### src/rtl/rf_wb_arbiter.sv
// Round-robin arbiter that shares the register-file write port among NUM_REQ writeback sources.
// Optional macro RF_WB_BYPASS_EN adds two read-port forwarding muxes driven from the registered write.
module rf_wb_arbiter #(
  parameter int NUM_REQ = 2,
  parameter int ADDR_W  = 5,
  parameter int DATA_W  = 32,
  localparam int IDX_W  = (NUM_REQ > 1) ? $clog2(NUM_REQ) : 1
) (
  input  logic                      clk,
  input  logic                      rst,
  input  logic [NUM_REQ-1:0]        req_valid,
  output logic [NUM_REQ-1:0]        req_ready,
  input  logic [NUM_REQ*ADDR_W-1:0] req_addr,
  input  logic [NUM_REQ*DATA_W-1:0] req_data,
  input  logic                      wb_stall,
  output logic                      RegWrite,
  output logic [ADDR_W-1:0]         wr_addr,
  output logic [DATA_W-1:0]         wr_data,
  output logic [IDX_W-1:0]          grant_idx
`ifdef RF_WB_BYPASS_EN
  ,
  input  logic [ADDR_W-1:0]         rd_addr1,
  input  logic [ADDR_W-1:0]         rd_addr2,
  input  logic [DATA_W-1:0]         rf_rd_data1,
  input  logic [DATA_W-1:0]         rf_rd_data2,
  output logic [DATA_W-1:0]         fwd_data1,
  output logic [DATA_W-1:0]         fwd_data2
`endif
);

  logic [IDX_W-1:0]  ptr;
  logic [IDX_W-1:0]  gnt;
  logic              xfer;
  logic [IDX_W-1:0]  ptr_next;
  logic [ADDR_W-1:0] sel_addr;
  logic [DATA_W-1:0] sel_data;
  int unsigned       idx;

  // Scan ptr, ptr+1, ... and take the first valid source; ready is held low in reset and on stall.
  // NOTE: every output of this block gets a default first so no latch is inferred.
  always_comb begin
    req_ready = '0;
    gnt       = '0;
    xfer      = 1'b0;
    idx       = 0;
    if (rst && !wb_stall) begin
      for (int k = 0; k < NUM_REQ; k++) begin
        idx = (int'(ptr) + k) % NUM_REQ;
        if (!xfer && req_valid[IDX_W'(idx)]) begin
          xfer = 1'b1;
          gnt  = IDX_W'(idx);
        end
      end
      if (xfer) req_ready[gnt] = 1'b1;
    end
  end

  always_comb begin
    sel_addr = req_addr[int'(gnt)*ADDR_W +: ADDR_W];
    sel_data = req_data[int'(gnt)*DATA_W +: DATA_W];
    ptr_next = (gnt == IDX_W'(NUM_REQ-1)) ? '0 : gnt + 1'b1;
  end

  // NOTE: sequential state uses non-blocking assignments so all registers update from pre-edge values.
  always_ff @(posedge clk or negedge rst) begin
    if (!rst) begin
      ptr       <= '0;
      RegWrite  <= 1'b0;
      wr_addr   <= '0;
      wr_data   <= '0;
      grant_idx <= '0;
    end else if (xfer) begin
      ptr       <= ptr_next;
      RegWrite  <= |sel_addr;  // x0 writes are consumed but never issued
      wr_addr   <= sel_addr;
      wr_data   <= sel_data;
      grant_idx <= gnt;
    end else begin
      RegWrite  <= 1'b0;
    end
  end

`ifdef RF_WB_BYPASS_EN
  always_comb begin
    fwd_data1 = rf_rd_data1;
    fwd_data2 = rf_rd_data2;
    if (RegWrite && (rd_addr1 != '0) && (rd_addr1 == wr_addr)) fwd_data1 = wr_data;
    if (RegWrite && (rd_addr2 != '0) && (rd_addr2 == wr_addr)) fwd_data2 = wr_data;
  end
`endif

endmodule

### config.mk
export PLATFORM = sky130hd
export DESIGN_NAME = rf_wb_arbiter
export DESIGN_NICKNAME = d
export VERILOG_FILES = /design/src/rtl/rf_wb_arbiter.sv
export SDC_FILE = /design/constraint.sdc
export NUM_CORES = 1
export LEC_CHECK = 0
export CAP_MARGIN = 20
export CORE_MARGIN = 3
export CORE_UTILIZATION = 33
export CTS_CLUSTER_SIZE = 12
export DETAILED_ROUTE_END_ITERATION = 7
export GPL_TIMING_DRIVEN = 0
export PLACE_DENSITY = 0.73
export SLEW_MARGIN = 20
export SYNTH_ARGS = -nofsm -noshare
export SYNTH_HDL_FRONTEND = slang
export SYNTH_SLANG_ARGS = --single-unit
### constraint.sdc
create_clock -name clk -period 1.28 [get_ports clk]
set_input_delay 0.128 -clock clk [delete_from_list [all_inputs] [get_ports clk]]
set_output_delay 0.128 -clock clk [all_outputs]
set_load 0.005 [all_outputs]
Yosys cells after proc, flatten, opt, wreduce, memory -nomap -nowiden
Index checks and enable logic that the tools add are counted.
- add/subtract/negate cells: 2
- $mul: 1
- divide/modulo/power cells: 0
- magnitude comparators: 4
- equal/unequal tests: 0
- shift operators: 2
- mux-type cells: 19
- bitwise operators: 0
- reduce and logical (&&, ||, !) cells: 6
- operators by type and width (operator ; number):
    64-bit by 7-bit variable part select with 32-bit output ; 1
    1-bit two-way mux ; 16
    10-bit by 5-bit variable part select with 5-bit output ; 1
    1-bit by 2-bit less-than comparator with 1-bit output (second input constant) ; 3
    5-bit OR reduction ; 1
    1-bit by 3-bit multiplier with 4-bit output (second input constant) ; 1
    2-bit two-way mux ; 2
    1-bit logical AND ; 3
    1-bit adder (second input constant) ; 2
    1-bit zero test ; 2
    1-bit demux with 1-bit select ; 1
    1-bit >= comparator (second input constant) ; 1
- flip-flop bits (word level): 40
- bits in latches: 0
- memory bits (writable): 0
- memory bits (read-only): 0
- input port bits: 79
- output and inout port bits: 41
- word-level logic and storage cells: 39
- memories: 0

Logic depth before layout (Yosys ltp)
Gate-level depths: netlist of run 1.
- depth in word-level cells: 14
- mapped depth: 6

Worst setup path before layout of run 1
No wires, ideal clock.
- path type: reg-to-reg
- start: register ptr
- end: register wr_data[22]
- data arrival time: 1.193 ns
- data required time: 1.154 ns
- slack: -0.039 ns
- stages on the path, launching flop included: 6
- path buffers: 1
- period minus slack after synthesis: 1.319 ns
- cell sequence: dfrtp_1 > nand2b_1 > nand3_2 > inv_2 > buf_2 > a221o_1
- longest elaborated chain between the ends: 10
- RTL lines (item ; RTL line ; source):
    start: declaration ; 31 ; logic [IDX_W-1:0] ptr;
    start signal: assignment ; 73 ; ptr <= ptr_next;
    1-bit two-way mux (implied by the code) (2 in a row) ; 49 ; if (!xfer && req_valid[IDX_W'(idx)]) begin
    1-bit two-way mux ; 49 ;
    1-bit two-way mux ; 46 ; if (rst && !wb_stall) begin
    1-bit zero test ; 49 ;
    1-bit logical AND ; 49 ;
    1-bit two-way mux ; 49 ;
    1-bit two-way mux (2 in a row) ; 46 ;
    64-bit by 7-bit variable part select with 32-bit output ; 60 ; sel_data = req_data[int'(gnt)*DATA_W +: DATA_W];
    end signal: assignment ; 76 ; wr_data <= sel_data;
    end: declaration ; 18 ; output logic [DATA_W-1:0] wr_data,
Several ways; a longest one is shown, not always the timed one. The select of a mux whose other input is x is not followed.
A chain may end at the register's enable or synchronous reset.

Worst setup path after layout of run 1
- start: register ptr
- end: output req_ready[0]
- longest elaborated chain between the ends: 14
- RTL lines (item ; RTL line ; source):
    1-bit two-way mux (implied by the code) (2 in a row) ; 49 ;
    1-bit two-way mux ; 49 ;
    1-bit two-way mux ; 46 ;
    1-bit zero test ; 49 ;
    1-bit logical AND ; 49 ;
    1-bit two-way mux ; 49 ;
    1-bit two-way mux ; 46 ;
    1-bit by 2-bit less-than comparator with 1-bit output (implied by the code) or 1-bit >= comparator (tied branches) ; 54 ; if (xfer) req_ready[gnt] = 1'b1;
    1-bit logical AND (implied by the code) ; 54 ;
    1-bit two-way mux (implied by the code) ; 54 ;
    1-bit demux with 1-bit select ; 54 ;
    2-bit two-way mux (*) ; 54 ;
    2-bit two-way mux (*) ; 46 ;
    end: declaration ; 12 ; output logic [NUM_REQ-1:0] req_ready,
Every way passes the cells marked *; elsewhere a longest branch is shown, timed or not. The select of a mux whose other input is x is not followed.

==> summary.txt, run 1 <==
Floorplan
  – Area of the core: approximately 5600 sq um
  – IO Pins: 120
  – Cell Rows: 27
  – Die Wd: a little over 80 microns
  – Die area: between 6000 and 7000 sq um
  – Die Ht: 82.4 microns
  – Initial core utilization: between 30% and 40%

GRT
  – Vias in the first global route: 2007
  – First-pass GRT wire length: between 9 and 10 mm
  – Antenna violations before repair: 0
  – Pin count of the biggest net entering global routing: 23
  – Overflow after GRT: 0
  – GRT Overall Usage: around 19%

STA
  – Relative slew slack: between 60% and 70%
  – Worst Clk Skew: 0.00750 ns
  – Worst Tran Pin Value: 0.468 ns
  – Tmin final: around 1.4 ns
  – Final WS setup: -0.114 ns
  – # setup viols final: 35
  – Tcrit/Tclk final: 109%
  – Hold_ws: 0.302 ns
  – Fmax: 717 MHz
  – Fin Setup TNS: -3.15 ns
  – Final Hold Vio Count: 0
  – RSZ-0062 raised after global routing: yes
  – Final max-slew violation count: 0

Critical path
  – CP Capture Type: primary output
  – Type of the worst setup path: flop to primary output
  – Max FO, Critical Path: 3
  – Worst EP arrival: around 1.3 ns
  – Worst Path Required: 1.15 ns
  – CP Launch Type: flop

CTS
  – Reg clk slew, reported paths: roughly 0.08 ns
  – CTS H-tree depth: 2
  – Root Buffer Master: clkbuf_8
  – CTS tree: done
  – CTS sink cnt: 40
  – Total CTS buffers: 5
  – Clock latency on the worst-skew pair: ~0.29 ns
  – Max clock buf depth: 2

Logic synthesis
  – XOR/XNOR share of the synthesized area: 0%
  – Syn_area_per_cell: 12.1 sq um
  – Post-synth cell types: 24
  – Largest family of logic cells by synthesized area: compound AO/OA/AOI/OAI gates
  – Synth Area in Simple Gates: 8.70%
  – Number of synthesized register bits: 40
  – Post-synthesis adder-cell area fraction: 0%
  – Post-synthesis sequential area ratio: 51.9%
  – Mapped cell area: 1930 sq um
  – Syn Inst Count: ~160
  – Synth Area in Compound Gates: roughly a third
  – Ys Warns: 0
  – Mux cell area share after synthesis: 0%
  – Post-Synthesis Net Count: 238

Routing
  – Drt total wl: between 6 and 7 mm
  – Routed len/inst: between 15 and 20 microns
  – Via count: approximately 2000
  – DRT Pass-1 Iters: 4
  – DRC violations left: 0
  – Initial DRC count: 80
  – Final ANT Viol Nets: 0
  – Vias per std cell: a little over 5

Finish
  – Layout Nets: approximately 400
  – Share of layout cells above drive strength 1: about 23%
  – Final core occ: between 60% and 70%
  – Inserted Diodes: 0
  – Area Overhead vs Synth: 98.2%

Placement
  – HPWL after DPL: about 4.5 mm
  – Routability cong.: roughly 0.74
  – PortBufs: between 100 and 150

Status
  – Failing checks: setup timing
  – Status: finished with violations

Power
  – Pwr/cell area: around 1000 nW/um^2
  – Maximum resistive drop on vdd: roughly 500 uV
  – Lkg Pwr: 1.76 nW
  – Design Power: around 0.0039 W

Run
  – Max cap viols: 0

Min path
  – Hold Crit Class: input port to flop
state kept, by name, indices dropped and copies added, names as in the netlist:
signal / cells
wr_data: 32
wr_addr: 5
RegWrite: 1
grant_idx: 1
ptr: 1
logic make-up (layout without fill, tap and decap cells):
logic type | Yosys count | after routing
AO/OA/AOI/OAI | 74 | 74
flip-flops | 40 | 40
AND/OR/NAND/NOR | 26 | 26
buffers and inverters | 19 | 180
worst max-delay path: stages (launching register included):
cell	delay (ns)
dfrtp_1	0.39
buf_6	0.12
nand2_2	0.04
and3_4	0.21
buf_8	0.12
buf_6	0.09
cells in the final DEF (no fill, tap or decap), types with 2 or more instances in the layout:
cell             netlist  final
clkdlybuf4s50_1        0     74
dfrtp_1               40     40
a221o_1               37     37
dlygate4sd2_1          0     34
o21a_1                32     32
buf_4                  0     20
buf_6                  5      8
buf_8                  0      7
dlymetal6s2s_1         0      7
clkbuf_8               0      6
nor3b_1                5      5
nand2_1                5      5
nor3_2                 0      5
clkbuf_1               5      4
buf_16                 0      4
buf_2                  6      3
clkbuf_2               0      3
buf_12                 0      3
inv_1                  2      2
a21oi_1                2      2
clkbuf_16              0      2
dlygate4sd3_1          0      2
routing by layer:
metal | vias to the layer above | track usage (%) | wire (microns)
li1 | 956 | - | -
met1 | 979 | 24.4 | 2770
met2 | 85 | 32.5 | 3400
met3 | 9 | 5.75 | 522
met4 | 0 | 4.49 | 68
met5 | - | 0 | 0
synth_stat cells:
| cell | number | area, sq um |
|---|---|---|
| o21a_1 | 32 | 240 |
| nor2_4 | 1 | 11.3 |
| buf_6 | 5 | 56.3 |
| clkbuf_1 | 5 | 18.8 |
| and3_4 | 1 | 11.3 |
| inv_1 | 2 | 7.51 |
| a221o_1 | 37 | 370 |
| nand2_2 | 1 | 6.26 |
| inv_2 | 1 | 3.75 |
| nand2_1 | 5 | 18.8 |
| and2b_4 | 1 | 10.0 |
| nor2_1 | 1 | 3.75 |
| nand3_2 | 1 | 10.0 |
| dfrtp_1 | 40 | 1000 |
| a211oi_1 | 1 | 7.51 |
| nor3b_1 | 5 | 37.5 |
| or4_1 | 2 | 15.0 |
| buf_2 | 6 | 30.0 |
| nor2b_1 | 1 | 6.26 |
| nand2b_1 | 2 | 12.5 |
| a311oi_1 | 1 | 8.76 |
| a21oi_1 | 2 | 10.0 |
| o21ai_1 | 1 | 5.00 |
| nor3_1 | 5 | 25.0 |
final timing paths:
| kind | startpoint | to | slack, ns | depth (start not counted) |
|---|---|---|---|---|
| max | ptr | req_ready[0] | -0.11 | 5 |
| max reg2reg | ptr | wr_data[12] | -0.11 | 6 |
| max in group asynchronous | rst | wr_data[12] | 0.47 | 4 |
| min | req_valid[1] | RegWrite | 0.30 | 3 |
| min in group asynchronous | rst | wr_addr[1] | 0.44 | 4 |
| min reg2reg | wr_addr[4] | wr_addr[4] | 0.52 | 1 |
power breakdown:
part           internal, W  leakage (nW)  switching (W)
registers          0.00149         0.493       0.000117
clock network     0.000440        0.0455       0.000446
logic             0.000945          1.23       0.000477
total              0.00288          1.76        0.00104
stage by stage:
| stage | cell area [sq um] | instances | worst slack (ns) |
|---|---|---|---|
| final | 3820 | 392 | -0.114 |
| after global routing | 3820 | 392 | -0.163 |
| after CTS | 3640 | 384 | -0.120 |
| after detailed placement | 3240 | 350 | -0.908 |
| after global placement | 3210 | 349 | -2.27 |
| after floorplan | 1940 | 159 | 0.00680 |
area by class of cell:
cell class                      count  area, sq um
Multi-Input combinational cell    100          876
Tap cell                           72         90.1
Buffer                             15          131
Inverter                            3         13.8
Fill cell                         449         1750
Clock buffer                        8         90.1
Timing Repair Buffer              154         1620
Sequential cell                    40         1000
what timing repair did:
| action | in CTS | in global routing |
|---|---|---|
| resized for setup | 74 | 17 |
| pin swaps | 31 | 10 |
| hold endpoints to repair | 40 | 40 |
| buffers inserted | 25 | 2 |
| gates cloned | 3 | 2 |
| setup endpoints to repair | 76 | 47 |
No activity file was read; power rests on OpenSTA's default activity.
==> inputs of run 2 (changes only) <==
Settings changed: CORE_UTILIZATION 33 to 37, PLACE_DENSITY 0.73 to 0.78.
Clock period 1.28 ns to 1.3 ns, I/O delays scaled along.
==> summary.txt, run 2 (synthesized netlist as in run 1, its figures left out) <==
CTS
  – CTS sink cnt: 40
  – Reg clk slew, reported paths: approximately 0.090 ns
  – CTS tree: done
  – Total CTS buffers: 5
  – Root Buffer Master: clkbuf_8
  – Clock latency on the worst-skew pair: approximately 0.3 ns
  – Max clock buf depth: 2
  – CTS H-tree depth: 2

GRT
  – Overflow after GRT: 0
  – Pin count of the biggest net entering global routing: 23
  – GR peak layer: met2
  – GRT Overall Usage: between 20% and 30%
  – Met1 Usage GRT: 25.0%
  – Grt met2 use: 37.2%
  – Vias in the first global route: 2064
  – GR Layer Usage met3: between 6 and 7%
  – Antenna violations before repair: 0
  – First-pass GRT wire length: 10.1 mm

Finish
  – Largest reg by FF count: wr_data
  – Multi-input gate area: 836 sq um
  – Final Non-Filler Cells: 382
  – Post-Layout Inst Area: 3650 sq um
  – Inserted Diodes: 0
  – Register area: between 1000 and 1500 sq um
  – Commonest non-fill, non-tap cells in the layout: 79 x clkdlybuf4s50_1, 40 x dfrtp_1, 37 x a221o_1, 32 x o21a_1, 21 x dlymetal6s2s_1
  – Share of layout cells above drive strength 1: 18.7%
  – Max reg flops: 32
  – Commonest non-fill, non-tap cell in the layout: clkdlybuf4s50_1
  – Fillers: 382
  – Layout Nets: 393
  – Regs by FF count: wr_data (32), wr_addr (5)
  – Area Overhead vs Synth: 89.2%

Critical path
  – Reg-to-reg slack, setup: -0.21 ns
  – R2r worst-path depth: 7
  – CP Capture Type: flop
  – Worst Path Required: 1.48 ns
  – Max FO, Critical Path: 8
  – Type of the worst setup path: flop to flop
  – Worst EP arrival: between 1.5 and 2 ns
  – Reg2reg start: ptr
  – CP Launch Type: flop
  – Reg2reg end: wr_data[5]

STA
  – Worst Clk Skew: 0.0169 ns
  – Final WS setup: -0.211 ns
  – Final Hold Vio Count: 22
  – Tcrit/Tclk final: 116%
  – Worst Tran Pin Value: about 0.81 ns
  – # setup viols final: 40
  – Tmin final: 1.51 ns
  – RSZ-0062 raised after global routing: yes
  – Hold_ws: -0.0304 ns
  – Relative slew slack: between 40% and 50%
  – Fmax: 662 MHz
  – Final max-slew violation count: 0
  – Fin Setup TNS: -6.12 ns

Routing
  – Final ANT Viol Nets: 0
  – Routed len/inst: between 15 and 20 microns
  – Via count: around 2000
  – Drt total wl: between 6 and 7 mm
  – DRT Pass-1 Iters: 4
  – DRC violations left: 0
  – Initial DRC count: 50
  – Vias per std cell: roughly 5.2

Floorplan
  – Die area: between 6000 and 7000 sq um
  – Die Wd: around 78 microns
  – Area of the core: just under 5000 sq um
  – Die Ht: slightly below 80 microns
  – Initial core utilization: just under 40%
  – IO Pins: 120
  – Cell Rows: 25

Power
  – P_int: ~0.0028 W
  – Clock power share: between 20% and 30%
  – Combinational Power Share: around 37%
  – Sequential share of power: a little over two fifths
  – Maximum resistive drop on vdd: between 500 and 600 uV
  – Net Switching: 0.00102 W
  – Lkg Pwr: roughly 1.8 nW
  – Pwr/cell area: ~1100 nW/um^2
  – Switching share of power: 26.7%

Run
  – Max cap viols: 0

Placement
  – Routability cong.: around 0.78
  – DP Cell Count: ~350
  – PortBufs: about 120
  – HPWL after DPL: between 4 and 5 mm
  – Dpl cell area: between 3000 and 4000 sq um
  – Dpl ws: -0.851 ns

Status
  – Failing checks: hold timing, setup timing
  – Status: finished with violations

Min path
  – Hold Crit Class: input port to asynchronous set/reset pin
## run 2: cell types whose count changed in the layout (fill, tap and decap cells not counted), sizes merged
cell,previous run,this run
dlymetal6s2s,7,21
dlygate4sd3,2,1
buf,45,43
dlygate4sd2,34,15
clkdlybuf4s50,74,79
clkbuf,15,12
clkinv,0,1
## run 2: worst max-delay path: stages (launching register included)
cell and delay, ns:
dfrtp_1 0.41, buf_6 0.12, nand2b_4 0.14, nand3_4 0.09, inv_6 0.05, buf_8 0.13, buf_6 0.13, a221o_1 0.31
## run 2: repair_timing
item	4_1_cts	5_1_grt
hold buffers	2	0
gates cloned	1	0
pin swaps	5	10
buffers inserted	13	14
endpoints found under the setup margin	58	64
gates resized for setup	45	29
hold endpoints to repair	40	0
## run 2: through the flow
stage	hold slack (ns)	utilization [%]	power, W
finish	-0.0304	74.7	0.00383
floorplan	-0.166	-	0.00207
global route	0.0211	74.7	0.00403
detailed placement	0.0995	65.8	0.00292
global placement	0.497	65.5	0.00287
CTS	0.313	71.1	0.00377
## run 2: worst max path at each step
stage	startpoint	end	slack (ns)	cells past startpoint
after floorplan	ptr	wr_data[10]	-0.002	5
after global placement	rst	req_ready[1]	-2.23	6
after detailed placement	rst	req_ready[1]	-0.85	7
after CTS	ptr	wr_data[21]	-0.21	7
after global routing	ptr	wr_data[4]	-0.26	7
final	ptr	wr_data[5]	-0.21	7
## run 2: cell type report
type / count / area share (%)
Timing Repair Buffer: 149 / 41.1
Sequential cell: 40 / 27.5
Multi-Input combinational cell: 100 / 22.9
Buffer: 15 / 3.43
Tap cell: 67 / 2.30
Clock buffer: 7 / 2.09
Inverter: 3 / 0.446
Clock inverter: 1 / 0.240
## run 2: metal layers
layer / up-vias / share of wire [%]
li1: 943 / -
met1: 964 / 41
met2: 83 / 51
met3: 6 / 7.4
met4: 0 / 0.85
met5: - / 0
## run 2: power groups by stage
stage / clock, W / sequential (W) / combinational [W]
6_report: 0.000821 / 0.00159 / 0.00142
5_1_grt: 0.000888 / 0.00162 / 0.00152
4_1_cts: 0.000838 / 0.00159 / 0.00134
3_5_place_dp: 0 / 0.00163 / 0.00129
3_3_place_gp: 0 / 0.00160 / 0.00126
2_1_floorplan: 0 / 0.00163 / 0.000437
==> inputs of run 3 (changes only) <==
Settings changed: CORE_ASPECT_RATIO from default to 0.75.
==> summary.txt, run 3 (synthesized netlist as in run 1, its figures left out) <==
Status
  – Status: finished with violations
  – Failing checks: setup timing

Critical path
  – CP Cell Sequence: buf_6, nand2_2, and3_4, buf_6, buf_8, a221o_1
  – Max FO, Critical Path: 10
  – CP bufs+invs: 3
  – Top Family by Delay on Critical Path: buffers and inverters
  – Type of the worst setup path: flop to flop
  – CP Capture Type: flop
  – Max stage delay on crit path: between 0.3 and 0.4 ns
  – Reg2reg start: ptr
  – R2r worst-path depth: 6
  – Slowest cell on crit path: dfrtp_1
  – Worst Path Required: between 1 and 1.5 ns
  – Worst EP arrival: 1.61 ns
  – CP Launch Type: flop
  – Crit. Startpoint: ptr
  – Crit path depth: 6
  – Cell mode on critical path: buf_6

CTS
  – Total CTS buffers: 5
  – CTS tree: done
  – Clock latency on the worst-skew pair: 0.28 ns
  – CTS sink cnt: 40
  – Reg clk slew, reported paths: roughly 0.070 ns
  – Max clock buf depth: 2
  – CTS H-tree depth: 2
  – Root Buffer Master: clkbuf_8

Power
  – Maximum resistive drop on vdd: slightly above 700 uV
  – Lkg Pwr: between 1.5 and 2 nW
  – Pwr/cell area: approximately 1000 nW/um^2

GRT
  – Overflow after GRT: 0
  – Pin count of the biggest net entering global routing: 22
  – GRT Overall Usage: 20.5%
  – First-pass GRT wire length: ~9.5 mm
  – Antenna violations before repair: 0
  – Vias in the first global route: ~1900

STA
  – Fin Setup TNS: -3.42 ns
  – Final WS setup: -0.140 ns
  – Tcrit/Tclk final: 111%
  – Final Hold Vio Count: 0
  – RSZ-0062 raised after global routing: yes
  – Worst Tran Pin Value: between 0.8 and 0.9 ns
  – Tmin final: 1.44 ns
  – Fmax: roughly 700 MHz
  – Relative slew slack: 40.6%
  – # setup viols final: 38
  – Final max-slew violation count: 0
  – Worst Clk Skew: 0.00211 ns

Finish
  – Regs by FF count: wr_data (32), wr_addr (5)
  – Layout Nets: between 300 and 400
  – Max reg flops: 32
  – Area Overhead vs Synth: 90.3%
  – Fillers: between 300 and 400
  – Final core occ: 74.0%
  – Multi-input gate area: just over 800 sq um
  – Post-Layout Inst Area: roughly 3700 sq um
  – Register area: 1000 sq um
  – Commonest non-fill, non-tap cell in the layout: clkdlybuf4s50_1
  – Commonest non-fill, non-tap cells in the layout: 83 x clkdlybuf4s50_1, 40 x dfrtp_1, 37 x a221o_1, 32 x o21a_1, 29 x dlymetal6s2s_1
  – Share of layout cells above drive strength 1: 16.8%
  – Inserted Diodes: 0
  – Largest reg by FF count: wr_data

Routing
  – Vias per std cell: roughly 5.3
  – DRT Pass-1 Iters: 4
  – Via count: roughly 2000
  – DRC violations left: 0
  – Initial DRC count: slightly above 90
  – Routed len/inst: 17.4 microns
  – Drt total wl: between 6 and 7 mm
  – Final ANT Viol Nets: 0

Placement
  – Routability cong.: approximately 0.8
  – Dpl cell area: roughly 3200 sq um
  – PortBufs: around 120
  – HPWL after DPL: around 4.5 mm

Floorplan
  – Die Ht: 68.5 microns
  – Area of the core: slightly below 5000 sq um
  – IO Pins: 120
  – Cell Rows: 22
  – Die area: about 6100 sq um
  – Die Wd: just under 90 microns
  – Initial core utilization: about 39%

Min path
  – Hold Path Depth: 4
  – Hold Crit Class: input port to flop
  – HP Start: req_valid[1]

Run
  – Max cap viols: 0
run 3: cell count changes in the layout (fill, tap and decap cells not counted), sizes merged:
cell           change
clkinv             -1
clkdlybuf4s50      +4
dlygate4sd2       -12
dlygate4sd3        +1
clkbuf             +1
buf                -7
dlymetal6s2s       +8
run 3: stage by stage:
stage / total power (W) / instances / setup slack (ns) / hold slack, ns
6_report: 0.00382 / 369 / -0.140 / 0.317
5_1_grt: 0.00404 / 369 / -0.170 / 0.348
4_1_cts: 0.00384 / 359 / -0.127 / 0.296
3_5_place_dp: 0.00290 / 338 / -0.756 / 0.139
3_3_place_gp: 0.00287 / 337 / -2.24 / 0.499
2_1_floorplan: 0.00207 / 159 / -0.00218 / -0.166
run 3: final cells by class:
type,count,area share (%)
multi-input cells,100,22.5
well taps,60,2.05
flip-flops and latches,40,27.3
plain buffers,15,3.79
clock buffers,8,2.46
repair buffers,143,41.5
inverters,3,0.444
run 3: repair_timing:
action                                  CTS  global route
endpoints found under the hold margin    19             0
gates cloned                              1             0
buffers inserted                         11            10
hold buffers                              2             0
endpoints found under the setup margin   43            74
gates resized for setup                  43            29
pin swaps                                15             8
run 3: path summary, 6_finish.rpt:
path	to	slack, ns
min reg2reg	grant_idx	0.51
min in group asynchronous	wr_data[1]	0.46
max	wr_data[7]	-0.14
max reg2reg	wr_data[7]	-0.14
max in group asynchronous	wr_data[19]	0.21
min	wr_addr[1]	0.32
run 3: tightest hold or removal path: cells and delay by family:
kind | cells | cell delay [ns]
buffers and inverters | 1 | 0.13
and+or+nand+nor | 2 | 0.18
AOI/OAI and AO/OA | 1 | 0.12
run 3: metal layers:
| layer | GRT usage, % | vias to the layer above | share of wire [%] |
|---|---|---|---|
| li1 | - | 930 | - |
| met1 | 28.2 | 947 | 45 |
| met2 | 32.0 | 80 | 47 |
| met3 | 6.53 | 4 | 8.0 |
| met4 | 4.28 | 0 | 0.40 |
| met5 | 0 | - | 0 |
run 3: power breakdown:
part           internal [W]  leakage, nW  switching (W)
Sequential          0.00147        0.493       0.000115
Combinational      0.000950         1.31       0.000443
Clock              0.000433       0.0455       0.000412
